===== src/rtl/multicycle_control.sv =====
// Multicycle MIPS-style control FSM: fetch/decode/execute sequencing for lw, sw,
// R-type, beq, addi, andi and j, with memory-ready stalls and illegal-opcode flagging.
module multicycle_control #(
    parameter int OPW     = 6,
    parameter bit ANDI_EN = 1'b1
) (
    input  logic           clk,
    input  logic           rst_n,
    input  logic [OPW-1:0] opcode,
    input  logic           mem_ready,
    output logic           IorD,
    output logic           MemRead,
    output logic           MemWrite,
    output logic           IRWrite,
    output logic           PCWrite,
    output logic           Branch,
    output logic           RegDst,
    output logic           MemtoReg,
    output logic           RegWrite,
    output logic           ALUSrcA,
    output logic [1:0]     ALUSrcB,
    output logic [1:0]     ALUOp,
    output logic [1:0]     PCSrc,
    output logic           illegal_op,
    output logic [3:0]     state
);

    typedef enum logic [3:0] {
        FETCH  = 4'd0,
        DECODE = 4'd1,
        MEMADR = 4'd2,
        MEMRD  = 4'd3,
        MEMWB  = 4'd4,
        MEMWR  = 4'd5,
        REX    = 4'd6,
        ALUWB  = 4'd7,
        BEQEX  = 4'd8,
        IMMEX  = 4'd9,
        IMMWB  = 4'd10,
        JEX    = 4'd11
    } state_t;

    // Instruction class remembered past DECODE so opcode is don't-care afterwards.
    typedef enum logic [1:0] {
        CLS_LW   = 2'd0,
        CLS_SW   = 2'd1,
        CLS_ADDI = 2'd2,
        CLS_ANDI = 2'd3
    } cls_t;

    state_t state_r;
    state_t state_s;
    cls_t   cls_r;
    cls_t   cls_s;

    // Zero-extended compare: any set bit above bit 5 makes the match fail.
    function automatic logic op_is(input logic [OPW-1:0] op, input logic [5:0] code);
        return op == OPW'(code);
    endfunction

    assign state = state_r;

    // State and instruction-class registers.
    always_ff @(posedge clk or negedge rst_n) begin
        if (!rst_n) begin
            state_r <= FETCH;
            cls_r   <= CLS_LW;
        end else begin
            state_r <= state_s;
            cls_r   <= cls_s;
        end
    end

    // Next-state and Moore/Mealy control outputs.
    always_comb begin
        state_s    = state_r;
        cls_s      = cls_r;
        IorD       = 1'b0;
        MemRead    = 1'b0;
        MemWrite   = 1'b0;
        IRWrite    = 1'b0;
        PCWrite    = 1'b0;
        Branch     = 1'b0;
        RegDst     = 1'b0;
        MemtoReg   = 1'b0;
        RegWrite   = 1'b0;
        ALUSrcA    = 1'b0;
        ALUSrcB    = 2'b00;
        ALUOp      = 2'b00;
        PCSrc      = 2'b00;
        illegal_op = 1'b0;
        case (state_r)
            FETCH: begin
                MemRead = 1'b1;
                ALUSrcB = 2'b01;
                // Write enables are masked while reset is held, whatever mem_ready says.
                IRWrite = mem_ready & rst_n;
                PCWrite = mem_ready & rst_n;
                if (mem_ready) begin
                    state_s = DECODE;
                end else begin
                    state_s = FETCH;
                end
            end
            DECODE: begin
                ALUSrcB = 2'b11;
                if (op_is(opcode, 6'h00)) begin
                    state_s = REX;
                end else if (op_is(opcode, 6'h23)) begin
                    state_s = MEMADR;
                    cls_s   = CLS_LW;
                end else if (op_is(opcode, 6'h2B)) begin
                    state_s = MEMADR;
                    cls_s   = CLS_SW;
                end else if (op_is(opcode, 6'h04)) begin
                    state_s = BEQEX;
                end else if (op_is(opcode, 6'h08)) begin
                    state_s = IMMEX;
                    cls_s   = CLS_ADDI;
                end else if (ANDI_EN && op_is(opcode, 6'h0C)) begin
                    state_s = IMMEX;
                    cls_s   = CLS_ANDI;
                end else if (op_is(opcode, 6'h02)) begin
                    state_s = JEX;
                end else begin
                    state_s    = FETCH;
                    illegal_op = 1'b1;
                end
            end
            MEMADR: begin
                ALUSrcA = 1'b1;
                ALUSrcB = 2'b10;
                if (cls_r == CLS_SW) begin
                    state_s = MEMWR;
                end else begin
                    state_s = MEMRD;
                end
            end
            MEMRD: begin
                IorD    = 1'b1;
                MemRead = 1'b1;
                if (mem_ready) begin
                    state_s = MEMWB;
                end else begin
                    state_s = MEMRD;
                end
            end
            MEMWB: begin
                MemtoReg = 1'b1;
                RegWrite = 1'b1;
                state_s  = FETCH;
            end
            MEMWR: begin
                IorD     = 1'b1;
                MemWrite = 1'b1;
                if (mem_ready) begin
                    state_s = FETCH;
                end else begin
                    state_s = MEMWR;
                end
            end
            REX: begin
                ALUSrcA = 1'b1;
                ALUOp   = 2'b10;
                state_s = ALUWB;
            end
            ALUWB: begin
                RegDst   = 1'b1;
                RegWrite = 1'b1;
                state_s  = FETCH;
            end
            BEQEX: begin
                ALUSrcA = 1'b1;
                ALUOp   = 2'b01;
                PCSrc   = 2'b01;
                Branch  = 1'b1;
                state_s = FETCH;
            end
            IMMEX: begin
                ALUSrcA = 1'b1;
                ALUSrcB = 2'b10;
                if (cls_r == CLS_ANDI) begin
                    ALUOp = 2'b11;
                end else begin
                    ALUOp = 2'b00;
                end
                state_s = IMMWB;
            end
            IMMWB: begin
                RegWrite = 1'b1;
                state_s  = FETCH;
            end
            JEX: begin
                PCSrc   = 2'b10;
                PCWrite = 1'b1;
                state_s = FETCH;
            end
            default: begin
                state_s = FETCH;
            end
        endcase
    end

endmodule


===== config.mk =====
export PLATFORM = sky130hd
export DESIGN_NAME = multicycle_control
export DESIGN_NICKNAME = d
export VERILOG_FILES = /design/src/rtl/multicycle_control.sv
export SDC_FILE = /design/constraint.sdc
export NUM_CORES = 1
export LEC_CHECK = 0
export CORE_MARGIN = 3
export CORE_UTILIZATION = 43
export CTS_CLUSTER_DIAMETER = 150
export DETAILED_ROUTE_END_ITERATION = 12
export PLACE_DENSITY = 0.83
export SLEW_MARGIN = 20
export SYNTH_ARGS = -nofsm -noshare
export SYNTH_HDL_FRONTEND = slang
export SYNTH_SLANG_ARGS = --single-unit
export TNS_END_PERCENT = 10

===== constraint.sdc =====
create_clock -name clk -period 3.93 [get_ports clk]
set_input_delay 0.9825 -clock clk [delete_from_list [all_inputs] [get_ports clk]]
set_output_delay 0.9825 -clock clk [all_outputs]
set_load 0.03 [all_outputs]

==> impl_results.rst <==
.. list-table::
   :header-rows: 1

   * - Metric
     - Value
   * - Result of the run
     - completed
   * - Die area
     - 2030 µm²
   * - Net load switching power
     - 0.365 mW
   * - Num Clock Sinks
     - 6
   * - Detailed Routing Iterations Pass 1
     - 4
   * - Final design area excluding fillers
     - 973 µm²
   * - Post-synth cell types
     - 39
   * - Max-Slew Margin vs Limit
     - 66.7%
   * - Switching Share
     - 52.5%
   * - Combinational group share of total power
     - 72.7%
   * - Portion of synthesized cell area occupied by the leading cell type
     - 22.9%
   * - Number of warnings issued by yosys
     - 0
   * - Number of synthesized flops with an enable pin
     - 0
   * - Ratio of final minimum period to clock period
     - 93.2%
   * - Die width
     - 45.0 µm
   * - Count of final setup violators
     - 0
   * - Clock tree from TritonCTS
     - yes
   * - H-tree Lvls
     - 1
   * - Nets in the synthesized netlist
     - 98
   * - Pint
     - 0.330 mW
   * - Fraction of power consumed by the clock network
     - 7.8%
   * - Setup repair bufs after CTS
     - 0
   * - Share of power burned in registers
     - 19.5%
   * - Fin Hold WS
     - 551 ps
   * - Clock latency reported for the late side of the worst-skew pair
     - 230 ps
   * - Number of cells on the worst reg-to-reg path
     - 3
   * - Standard-cell row count
     - 13
   * - Ordered list of cells on the worst path
     - clkdlybuf4s50_1, o21a_1, nor2_1, nor3_1, clkdlybuf4s50_1
   * - Inst Count DP
     - 129
   * - Critical path arrival
     - 2680 ps
   * - Area after DPL
     - 951 µm²
   * - Primary FF master, synth
     - dfrtp_1
   * - Most prevalent standard cell on the critical path
     - clkdlybuf4s50_1
   * - Count of cell instances traversed by the critical path
     - 5
   * - # fillers
     - 129
   * - Average size of a mapped cell
     - 7.35 µm²
   * - Sequential fraction of the synthesis area
     - 22.9%
   * - Hold_buf cts
     - 0
   * - Final net count
     - 128
   * - Number of DRC markers after the initial detailed-route iteration
     - 23
   * - Leakage power total
     - 0.378 nW
   * - RSZ-0062 raised after global routing
     - no
   * - Total track usage
     - 20.3%
   * - WP data required
     - 2950 ps
   * - IO Pins
     - 30
   * - Overall via count from detail_route
     - 750
   * - Number of antenna diodes
     - 0
   * - Number of violations of the max-capacitance limit
     - 0
   * - Number of standard cells after synthesis
     - 89
   * - Critical Path End Type
     - output port
   * - Wirelength per Cell
     - 13.4 µm
   * - Delay of the slowest critical-path stage
     - 700 ps
   * - Master cell of the clock root buffer
     - clkbuf_4
   * - Final HPWL from detailed placement
     - 1.37 mm
   * - Number of global-route vias before repair
     - 713
   * - First-pass GRT wire length
     - 3.14 mm
   * - Count of input and output buffers
     - 29
   * - Number of synthesized register bits
     - 6
   * - Nature of the critical path startpoint
     - input pin
   * - Slew at the pin with the worst max-slew slack
     - 499 ps
   * - Critical path type
     - input pin to output port
   * - Worst IR Drop VDD
     - 0.463 mV
   * - Top cells by area in the synthesized netlist
     - dfrtp_1 23%, nor3_1 6.9%, nor2_1 6.9%
   * - Final Wtd Congestion
     - 0.782
   * - Tightest Hold Check Type
     - register to register
   * - Total wirelength of the detailed-routed design
     - 1.77 mm
   * - Clock Path Buffers
     - 2
   * - Antenna-violating nets left
     - 0
   * - Clock-pin slew of the registers on the worst-case setup and hold paths
     - 40 ps
   * - Residual overflow from global routing
     - 0
   * - Number of gates resized after CTS
     - 0
   * - Worst hold stages
     - 1
   * - Number of hold violations in the final report
     - 0
   * - Async S/R FF share, synth
     - 100%
   * - Share of layout cells above drive strength 1
     - 5.98%
   * - Buf/Inv on CP
     - 2
   * - Max Transition Viols Final
     - 0
   * - Post-layout utilization of the core
     - 71.2%
   * - Fmax achieved
     - 273 MHz
   * - Growth of design area from synthesis to finish
     - 48.8%
   * - Slowest cell on the critical path
     - clkdlybuf4s50_1
   * - Die Y
     - 45.0 µm
   * - Number of design rule violations left after detail routing
     - 0
   * - Time the final worst path needs with I/O delays and setup
     - 3660 ps
   * - Core area
     - 1370 µm²
   * - Setup clock skew after layout
     - 1.87 ps
   * - Maximum number of pins on one net before global-route repair
     - 19
   * - Antenna violations before repair
     - 0
   * - Worst-path fanout max
     - 8
   * - Vias per cell
     - 5.68
   * - Post-synthesis instance area
     - 654 µm²
   * - Largest delay contributor family on the critical path
     - buffers and inverters
   * - Biggest area consumer among synthesized cells
     - dfrtp_1
   * - Initial cell density of the core
     - 47.9%
   * - Final TNS setup
     - 0 ps
   * - Power density normalized to cell area
     - 714 nW/µm²
   * - Final Non-Filler Cells
     - 132
   * - Total CTS buffers
     - 3
## cell usage after synthesis (all sizes together), types with 2 or more instances
| master | number |
|---|---|
| or3 | 3 |
| nand2b | 4 |
| mux2i | 3 |
| buf | 4 |
| clkbuf | 3 |
| inv | 4 |
| o31ai | 2 |
| nor2 | 12 |
| o21ai | 4 |
| nor3 | 9 |
| a21oi | 4 |
| nand2 | 6 |
| nor2b | 2 |
| dfrtp | 6 |
## state kept, by name, indices dropped and copies added, names as in the netlist
name and cells:
state 4, cls_r 2
## layout by cell type (no fill, tap or decap), drive strengths merged, types with 2 or more instances in the layout
cell type / netlist / routed
dfrtp: 6 / 6
nor2b: 2 / 2
o31ai: 2 / 2
mux2i: 3 / 3
clkbuf: 3 / 3
o21ai: 4 / 4
a21oi: 4 / 4
or3: 3 / 3
nor2: 12 / 12
nor3: 9 / 9
nand2b: 4 / 4
inv: 4 / 4
clkdlybuf4s50: 0 / 29
buf: 4 / 3
nand2: 6 / 6
## layer usage
layer  part of all wire, %  up-vias  track usage (%)
met5                     0        -                0
met4                     0        0             3.51
met2                    50       29             36.7
met1                    42      339             25.9
li1                      -      382                -
met3                   7.2        0             2.39
## cell families after synthesis
logic type                Yosys count  synth area share [%]
AOI/OAI and AO/OA                  21                  21.8
xor gates and xnor gates            1                  1.34
buffers and inverters              11                  7.65
DFF                                 6                  22.9
muxes                               4                  6.31
and+or+nand+nor                    46                  40.0
## through the flow
step	setup slack, ps	power, mW
after floorplan	895	0.466
after global placement	313	0.637
after detailed placement	277	0.642
after CTS	276	0.699
after global routing	158	0.758
final	269	0.695
## area by class of cell
type	count	area [µm²]	share of cell area, %
Clock buffer	3	22.5	2.31
Inverter	4	15.0	1.54
Multi-Input combinational cell	72	454	46.7
Sequential cell	6	150	15.4
Tap cell	15	18.8	1.93
Timing Repair Buffer	32	313	32.1
## power groups by stage
stage,Clock (mW),Combinational [mW],Sequential [mW]
floorplan,0,0.329,0.137
global placement,0,0.501,0.136
detailed placement,0,0.505,0.137
CTS,0.0564,0.506,0.136
global route,0.0622,0.552,0.145
finish,0.0544,0.505,0.136
## worst register-to-register path, stage by stage (launching register included)
cell and delay [ps]:
dfrtp_1 550, or4b_1 760, nor4b_4 270, mux2_1 340
## final timing paths
check	slack, ps	end	startpoint
setup / recovery	270	illegal_op	opcode[3]
hold / removal	550	cls_r[0]	cls_r[0]
setup reg to reg	1900	cls_r[0]	state[1]
hold reg to reg	550	cls_r[0]	cls_r[0]
max in group asynchronous	2710	cls_r[0]	rst_n
min in group asynchronous	930	state[1]	rst_n
No activity file was read; power rests on OpenSTA's default activity.
